--- config.mk ---
export PLATFORM = sky130hd
export DESIGN_NAME = display_share_arbiter
export DESIGN_NICKNAME = d
export VERILOG_FILES = /design/src/rtl/display_share_arbiter.sv
export SDC_FILE = /design/constraint.sdc
export NUM_CORES = 1
export LEC_CHECK = 0
export ABC_AREA = 1
export CAP_MARGIN = 10
export CORE_MARGIN = 5
export CORE_UTILIZATION = 30
export CTS_CLUSTER_DIAMETER = 120
export CTS_CLUSTER_SIZE = 8
export DETAILED_ROUTE_END_ITERATION = 16
export GPL_ROUTABILITY_DRIVEN = 0
export PLACE_DENSITY = 0.52
export REMOVE_ABC_BUFFERS = 1
export SETUP_SLACK_MARGIN = 0.02
export SYNTH_ARGS = -nofsm -noshare
export SYNTH_HDL_FRONTEND = slang
export SYNTH_SLANG_ARGS = --single-unit
--- constraint.sdc ---
create_clock -name clk_100Mhz -period 5.7 [get_ports clk_100Mhz]
set_input_delay 1.14 -clock clk_100Mhz [delete_from_list [all_inputs] [get_ports clk_100Mhz]]
set_output_delay 1.14 -clock clk_100Mhz [all_outputs]
set_load 0.005 [all_outputs]
--- src/rtl/display_share_arbiter.sv ---
// Display share arbiter: two requesters take turns driving the single
// 4-digit multiplexed 7-segment display. Ownership is granted round-robin
// with a minimum hold time, every hand-over blanks the display for a guard
// interval, and the owner's 0-999 value is scanned across the three
// right-hand digits (the leftmost digit stays dark).
//
// Request semantics: req0/req1 are levels, not pulses. A requester keeps its
// req high for as long as it wants the display and is told it owns it by
// the one-hot grant. There is no per-transfer handshake: val0/val1 are
// sampled only at grant time and at frame boundaries.
module display_share_arbiter #(
    parameter int SCAN_DIV    = 100000,
    parameter int HOLD_TICKS  = 2000,
    parameter int BLANK_TICKS = 4
) (
    input  logic       clk_100Mhz,
    input  logic       reset,
    input  logic       req0,
    input  logic       req1,
    input  logic [9:0] val0,
    input  logic [9:0] val1,
    output logic [1:0] grant,
    output logic [3:0] Anode_Activate,
    output logic [0:6] seg_out,
    output logic [1:0] fsm_state
);

    localparam int SCAN_W  = $clog2(SCAN_DIV + 1);
    localparam int HOLD_W  = $clog2(HOLD_TICKS + 1);
    localparam int BLANK_W = $clog2(BLANK_TICKS + 1);

    localparam logic [1:0] ST_IDLE   = 2'd0;
    localparam logic [1:0] ST_OWN0   = 2'd1;
    localparam logic [1:0] ST_OWN1   = 2'd2;
    localparam logic [1:0] ST_SWITCH = 2'd3;

    logic [SCAN_W-1:0]  scan_cnt;
    logic [1:0]         digit_idx;
    logic               scan_tick;
    logic               frame_end;

    logic [1:0]         state;
    logic [HOLD_W-1:0]  hold_cnt;
    logic [BLANK_W-1:0] blank_cnt;
    logic [BLANK_W:0]   blank_nxt;
    logic               blank_done;
    logic               last_owner;
    logic [9:0]         disp_val;

    logic               any_req;
    logic               win;
    logic [9:0]         win_val;
    logic               own_id;
    logic               own_req;
    logic               other_req;
    logic [9:0]         own_val;
    logic               hold_full;

    logic [3:0]         an_nxt;
    logic [6:0]         seg_nxt;
    logic [3:0]         digit;
    logic               over_range;

    assign fsm_state = state;

    // Standard active-low a..g pattern, segment a in the MSB.
    function automatic logic [6:0] seg7(input logic [3:0] d);
        case (d)
            4'd0:    seg7 = 7'b0000001;
            4'd1:    seg7 = 7'b1001111;
            4'd2:    seg7 = 7'b0010010;
            4'd3:    seg7 = 7'b0000110;
            4'd4:    seg7 = 7'b1001100;
            4'd5:    seg7 = 7'b0100100;
            4'd6:    seg7 = 7'b0100000;
            4'd7:    seg7 = 7'b0001111;
            4'd8:    seg7 = 7'b0000000;
            4'd9:    seg7 = 7'b0000100;
            default: seg7 = 7'b1111111;
        endcase
    endfunction

    assign scan_tick = (scan_cnt == SCAN_W'(SCAN_DIV - 1));
    assign frame_end = scan_tick && (digit_idx == 2'd3);

    // Free-running digit-slot timebase and digit index.
    always_ff @(posedge clk_100Mhz or negedge reset) begin
        if (!reset) begin
            scan_cnt  <= '0;
            digit_idx <= 2'd0;
        end else begin
            scan_cnt <= scan_tick ? '0 : scan_cnt + SCAN_W'(1);
            if (scan_tick) begin
                digit_idx <= digit_idx + 2'd1;
            end
        end
    end

    // Arbitration and owner bookkeeping, shared by IDLE and end of SWITCH.
    always_comb begin
        any_req    = req0 | req1;
        // On a tie the requester that did not own last wins; otherwise the
        // lone requester wins.
        win        = (req0 && req1) ? ~last_owner : req1;
        win_val    = win ? val1 : val0;
        own_id     = (state == ST_OWN1);
        own_req    = own_id ? req1 : req0;
        other_req  = own_id ? req0 : req1;
        own_val    = own_id ? val1 : val0;
        hold_full  = (hold_cnt == HOLD_W'(HOLD_TICKS));
        blank_nxt  = {1'b0, blank_cnt} + (BLANK_W + 1)'(scan_tick);
        blank_done = (blank_nxt >= (BLANK_W + 1)'(BLANK_TICKS));
    end

    // Ownership FSM: grant, hold/guard counters, last owner and frame value.
    always_ff @(posedge clk_100Mhz or negedge reset) begin
        if (!reset) begin
            state      <= ST_IDLE;
            grant      <= 2'b00;
            hold_cnt   <= '0;
            blank_cnt  <= '0;
            last_owner <= 1'b1;
            disp_val   <= 10'd0;
        end else begin
            case (state)
                ST_IDLE: begin
                    if (any_req) begin
                        state    <= win ? ST_OWN1 : ST_OWN0;
                        grant    <= win ? 2'b10 : 2'b01;
                        disp_val <= win_val;
                        hold_cnt <= '0;
                    end
                end
                ST_OWN0, ST_OWN1: begin
                    if (scan_tick && !hold_full) begin
                        hold_cnt <= hold_cnt + HOLD_W'(1);
                    end
                    // The value only moves on a frame boundary so a frame
                    // never mixes digits of two different values.
                    if (frame_end) begin
                        disp_val <= own_val;
                    end
                    if (!own_req || (hold_full && other_req)) begin
                        state      <= ST_SWITCH;
                        grant      <= 2'b00;
                        last_owner <= own_id;
                        blank_cnt  <= '0;
                    end
                end
                ST_SWITCH: begin
                    blank_cnt <= blank_nxt[BLANK_W-1:0];
                    // Requests are looked at only once the guard has elapsed.
                    if (blank_done) begin
                        if (any_req) begin
                            state    <= win ? ST_OWN1 : ST_OWN0;
                            grant    <= win ? 2'b10 : 2'b01;
                            disp_val <= win_val;
                            hold_cnt <= '0;
                        end else begin
                            state <= ST_IDLE;
                        end
                    end
                end
                default: begin
                    state <= ST_IDLE;
                    grant <= 2'b00;
                end
            endcase
        end
    end

    // Digit decode for the current slot; dark unless someone owns the display.
    always_comb begin
        an_nxt     = 4'b1111;
        seg_nxt    = 7'b1111111;
        digit      = 4'd0;
        over_range = (disp_val >= 10'd1000);
        if (state == ST_OWN0 || state == ST_OWN1) begin
            case (digit_idx)
                2'd0: begin
                    an_nxt = 4'b1110;
                    digit  = 4'(disp_val % 10'd10);
                end
                2'd1: begin
                    an_nxt = 4'b1101;
                    digit  = 4'((disp_val / 10'd10) % 10'd10);
                end
                2'd2: begin
                    an_nxt = 4'b1011;
                    digit  = 4'(disp_val / 10'd100);
                end
                default: begin
                    an_nxt = 4'b1111;
                end
            endcase
            if (digit_idx != 2'd3) begin
                seg_nxt = over_range ? 7'b1111110 : seg7(digit);
            end
        end
    end

    // Registered pin drivers, one cycle behind the digit index.
    always_ff @(posedge clk_100Mhz or negedge reset) begin
        if (!reset) begin
            Anode_Activate <= 4'b1111;
            seg_out        <= 7'b1111111;
        end else begin
            Anode_Activate <= an_nxt;
            seg_out        <= seg_nxt;
        end
    end

endmodule

* Word level (Yosys, flattened, before mapping) *
Memories as Yosys holds them, arrays and structs flattened.
Cells that the tools add are included.

cells by class
  add/subtract/negate cells = 4
  magnitude comparators = 2
  $mul = 0
  eq/ne operators = 14
  shift operators = 0
  muxes and demuxes = 33
  div/mod/pow operators = 4
  reduce and logical (&&, ||, !) cells = 18
  bitwise logic cells = 2

operators with widths
  operator                                                                   count
  10-bit 2-to-1 mux                                                          5
  11-bit 2-to-1 mux                                                          3
  11-bit one-hot mux with 3 select lines                                     1
  10-bit one-hot mux with 3 select lines                                     1
  7-bit 2-to-1 mux                                                           3
  10-bit by 4-bit remainder unit with 10-bit output (second input constant)  2
  17-bit by 1-bit adder with 17-bit output (second input constant)           1
  17-bit equality test (second input constant)                               1
  17-bit 2-to-1 mux                                                          1
  2-bit 2-to-1 mux                                                           8
  2-bit != test (second input constant)                                      6
  2-bit one-hot mux with 3 select lines                                      2
  4-bit one-hot mux with 3 select lines                                      1
  11-bit by 1-bit adder with 11-bit output (second input constant)           1
  11-bit equality test (second input constant)                               1
  10-bit by 4-bit divider with 10-bit output (second input constant)         1
  10-bit by 7-bit divider with 10-bit output (second input constant)         1
  10-bit greater-or-equal comparator (second input constant)                 1
  2-bit AND reduction                                                        5
  3-bit one-hot mux with 3 select lines                                      1
  2-bit equality test (second input constant)                                4
  4-bit 2-to-1 mux                                                           2
  3-bit one-hot mux with 2 select lines                                      1
  3-bit by 1-bit adder with 4-bit output                                     1
  14 further kinds                                                           23

storage, ports and cells
  bits in latches = 0
  ROM bits = 112
  RAM bits = 0
  bits of input ports = 24
  output and inout bits = 15
  memories = 1
  flip-flop bits (word level) = 59

memories
  memory            depth  bits a word  read ports  clocked after memory_dff  write ports  line  text
  (name not given)  16     7            1           0                         0            68    case (d)

* Longest topological paths before layout *
An unclocked memory read counts as a cell.

  word-level depth = 8
  mapped depth = 47

* Least setup slack after synthesis *
OpenSTA, ideal clock, no wires.

  path type = register -> register
  start point = register digit_idx[1]
  end point = register seg_out[6] in the netlist's numbering
  data arrival time = 4320 ps
  buffers on the path = 0
  required time = 5639 ps
  library setup time = 61 ps
  setup slack = 1319 ps
  cell stages (with the launch flop) = 42
  clock period less this slack = 4381 ps
  cells stage by stage = dfrtp_1 inv_1 ha_1 nor2_1 nand2_1 xor2_1 nand2_1 nand2_2 nand2_2 xnor2_2 nor2_1 nor2_2 a21oi_1 nand2_1 nand2_1 nand2_1 nand2_2 nand2_1 (+6 left out) ha_1 or2_1 a21oi_2 nor2_1 nor2_4 nand3_2 nand2_1 nand3_1 nand2_1 nand2_1 inv_1 ha_1 nand3_1 nand2_1 nand2_1 nand2_1 nand2_1 nand2_1

between the ends
  word-level cells in the longest chain between the ends = 7
  elaborated cells between the ends (all ways) = 10
  those cells by class = 3 x eq/ne; 5 x mux; 1 x reduce/logical; 1 x memory

RTL lines
  what                                               line  text
  from (decl)                                        38    logic [1:0] digit_idx;
  from (signal assigned)                             94    digit_idx <= digit_idx + 2'd1;
  2-bit equality test, or another cell as far along  179   case (digit_idx)
  4-bit one-hot mux with 3 select lines              179
  4-bit 2-to-1 mux                                   178   if (state == ST_OWN0 || state == ST_OWN1) begin
  memory 16 x 7 bit                                  -
  7-bit 2-to-1 mux                                   197   seg_nxt = over_range ? 7'b1111110 : seg7(digit);
  7-bit 2-to-1 mux (*)                               196   if (digit_idx != 2'd3) begin
  7-bit 2-to-1 mux (*)                               178
  named net seg_nxt[0]                               60    logic [6:0] seg_nxt;
  to (signal assigned)                               209   seg_out <= seg_nxt;
  to (decl)                                          24    output logic [0:6] seg_out,

The timed path passes the listed nets; every way through them passes the cells marked *. The select of a mux whose other input is x is not followed.
A chain may end at the register's enable or synchronous reset.

* Final worst setup path *
Same ends and word-level chain as after synthesis.

==> impl_metrics.json <==
{
  "status": "completed",
  "syn_avg_cell_area_sq_um": 6.84,
  "syn-instance-count": 669,
  "synthToLayoutAreaGrowth_pct": 20.6,
  "grt_pass1_vias": 4076,
  "ys_ff_latch": 58,
  "synth_edf_count": 0,
  "io_buffers": 37,
  "clockBufferDepth": 2,
  "worstMarginPinSlew_ns": 0.753,
  "nNetsFinal": 761,
  "critPathTopFamily": "simple AND/OR/NAND/NOR gates",
  "vias_per_cell": 4.70,
  "synth-async-reset-ratio_pct": 100,
  "root_buffer": "clkbuf_16",
  "p_int_uw": 825,
  "cpPeakStageDelay_ns": 0.40,
  "cts_made_buffers": 9,
  "slowest_stage": "dfrtp_1",
  "fp.dieW_um": 134,
  "grt_max_degree": 59,
  "drt_first_pass_iters": 4,
  "drc": 0,
  "hold_viol": 0,
  "diodes": 0,
  "die_area_sq_mm": 0.0178,
  "vias": 4260,
  "critPathArrivalTime_ns": 5.24,
  "maxSlewViolCount": 0,
  "worst-path-buf-inv": 4,
  "preCtsSetupSlack_ns": 0.558,
  "power_density_mw_per_mm2": 187,
  "syn_area_sq_mm": 0.00458,
  "die_h_um": 134,
  "drv_cap": 0,
  "rows": 45,
  "ir_drop_mv": 0.111,
  "clockPowerShare_pct": 56.5,
  "cts_sinks": 58,
  "clock_latency_ns": 0.33,
  "clk_pin_slew_ns": 0.05,
  "swShare_pct": 20.1,
  "p_comb_share_pct": 3.5,
  "end_kind": "register",
  "yosysWarnings": 0,
  "required_ns": 5.97,
  "crit_top_cell": "nand2_1",
  "ioPinCount": 39,
  "track_usage_pct": 12.3,
  "drive_above_1_share_pct": 12.8,
  "fin_crit_sh_pct": 87.2,
  "placed_area_sq_mm": 0.00518,
  "initial_core_util_pct": 30.3,
  "wl_per_cell_um": 11.7,
  "cts_tree": "done",
  "coreArea_sq_mm": 0.0151,
  "finalInstanceArea_sq_mm": 0.00552,
  "seq_area_frac_synth_pct": 32.0,
  "fin_crit_ns": 4.97,
  "cts_setup_buffers": 0,
  "hp-class": "reg -> reg",
  "grt_pass1_wl_um": 18200,
  "clock.fmax_ghz": 0.201,
  "final_cells": 906,
  "setup_tns_ns": 0,
  "htree_levels": 3,
  "clock_skew_ns": 0.0105,
  "p_sw_uw": 208,
  "rsz0062_at_grt": "false",
  "dp_cells": 889,
  "p_leak_uw": 0.00285,
  "relSlewSlack_pct": 49.8,
  "drtIter0Drc": 237,
  "ant_nets": 0,
  "dpl.hpwl_um": 8340,
  "worst-path-max-fanout": 8,
  "worstSetupPathType": "reg -> reg",
  "ys_types": 46,
  "p_seq_share_pct": 40.0,
  "antenna_found_initial": 0,
  "crit_path_start_kind": "register",
  "overflow": 0,
  "setup_slack_ns": 0.732,
  "finalSetupViolations": 0,
  "wl_um": 10600,
  "synth_flop_cell": "dfrtp_1"
}
==> power by group through the flow <==
stage	clock network, uW	registers, uW	logic, uW
after floorplan	0	419	8.44
after global placement	0	419	36.7
after detailed placement	0	419	37.3
after CTS	598	412	37.4
after global routing	611	412	40.0
final	584	413	36.2
==> registers in the layout, indices dropped and copies added (netlist names) <==
register / count
grant: 2
hold_cnt: 11
blank_cnt: 3
disp_val: 10
scan_cnt: 17
last_owner: 1
seg_out: 7
digit_idx: 2
Anode_Activate: 3
fsm_state: 2
==> final timing paths <==
| check | start | end | slack (ns) | cells past startpoint |
|---|---|---|---|---|
| worst min register to register | scan_cnt[0] | scan_cnt[0] | 0.45 | 1 |
| worst max register to register | digit_idx[1] | seg_out[6] | 0.73 | 40 |
| max in group asynchronous | reset | scan_cnt[0] | 4.22 | 2 |
| min in group asynchronous | reset | blank_cnt[2] | 0.95 | 2 |
| worst max-delay path | digit_idx[1] | seg_out[6] | 0.73 | 40 |
| worst min-delay path | scan_cnt[0] | scan_cnt[0] | 0.45 | 1 |
==> repair_timing <==
| action | CTS | global route |
|---|---|---|
| setup endpoints to repair | 0 | 3 |
| hold endpoints to repair | 0 | 0 |
| hold buffers | 0 | 0 |
| gates resized for setup | 0 | 2 |
==> cells by family after synthesis <==
logic type                 synth area share, %
and+or+nand+nor                           34.5
buffers and inverters                     10.5
AOI/OAI and AO/OA                         11.9
DFF                                       32.0
adders and majority gates                 6.56
xor gates and xnor gates                  2.27
muxes                                     2.19
other                                   0.0819
==> cell usage after synthesis (3+ instances only) <==
library cell | instances | area [sq um]
a21oi_1 | 35 | 175
a21oi_2 | 3 | 26.3
clkbuf_1 | 4 | 15.0
dfrtp_1 | 47 | 1180
dfstp_2 | 11 | 289
ha_1 | 24 | 300
inv_1 | 100 | 375
inv_2 | 16 | 60.1
mux2i_1 | 10 | 100
nand2_1 | 170 | 638
nand2_2 | 17 | 106
nand2_4 | 4 | 45.0
nand3_1 | 55 | 275
nand3_2 | 4 | 40.0
nand4_1 | 12 | 75.1
nor2_1 | 54 | 203
nor3_1 | 16 | 80.1
nor4_1 | 6 | 37.5
o211ai_1 | 5 | 37.5
o21ai_0 | 28 | 140
o21ai_1 | 6 | 30.0
o21ai_2 | 4 | 35.0
xor2_1 | 8 | 70.1
==> worst register-to-register path: cells and delay by family, from the launching register on <==
kind            cells  cell delay (ns)
simple gates       29             2.67
fa+ha+maj           3             0.62
buf+inv             4             0.50
xor+xnor            2             0.41
flops               1             0.40
compound gates      2             0.30
==> area by class of cell <==
type,count,area (sq um)
clock buffers,11,243
fillers,1577,9570
flip-flops and latches,58,1470
repair buffers,42,407
well taps,188,235
multi-input cells,486,2660
inverters,116,435
clock inverters,5,78.8
==> per-layer routing <==
metal | share of wire [%] | wire length [um] | up-vias | track usage [%]
li1 | - | - | 2245 | -
met5 | 0 | 0 | - | 0
met4 | 1.8 | 196 | 0 | 4.91
met2 | 50 | 5290 | 48 | 21.6
met1 | 46 | 4930 | 1949 | 15.1
met3 | 2.1 | 222 | 18 | 1.74
==> placed cells by master, fill, tap and decap left out, drive strengths merged, types with 2 or more instances in the layout <==
master / Yosys / final
nor4: 6 / 6
buf: 5 / 6
ha: 24 / 24
bufinv: 0 / 2
clkbuf: 4 / 11
o21ai: 38 / 38
a21o: 2 / 2
o211ai: 6 / 6
clkdlybuf4s50: 0 / 36
xor2: 8 / 8
nor3: 16 / 16
nor2: 58 / 58
nand3: 59 / 59
and2: 2 / 2
dfrtp: 47 / 47
or2: 2 / 2
xnor2: 3 / 3
inv: 116 / 116
clkinv: 0 / 3
a21oi: 39 / 39
mux2i: 10 / 10
nand2: 191 / 191
nand4: 13 / 13
dfstp: 11 / 11
==> stage by stage <==
| step | total power, uW | hold slack, ns | util [%] |
|---|---|---|---|
| 3_3_place_gp | 456 | 0.446 | 34.3 |
| 5_1_grt | 1060 | 0.477 | 36.6 |
| 3_5_place_dp | 457 | 0.450 | 34.3 |
| 4_1_cts | 1050 | 0.456 | 36.4 |
| 2_1_floorplan | 428 | 0.433 | - |
| 6_report | 1030 | 0.452 | 36.6 |
Power figures use the tool's default switching activity.
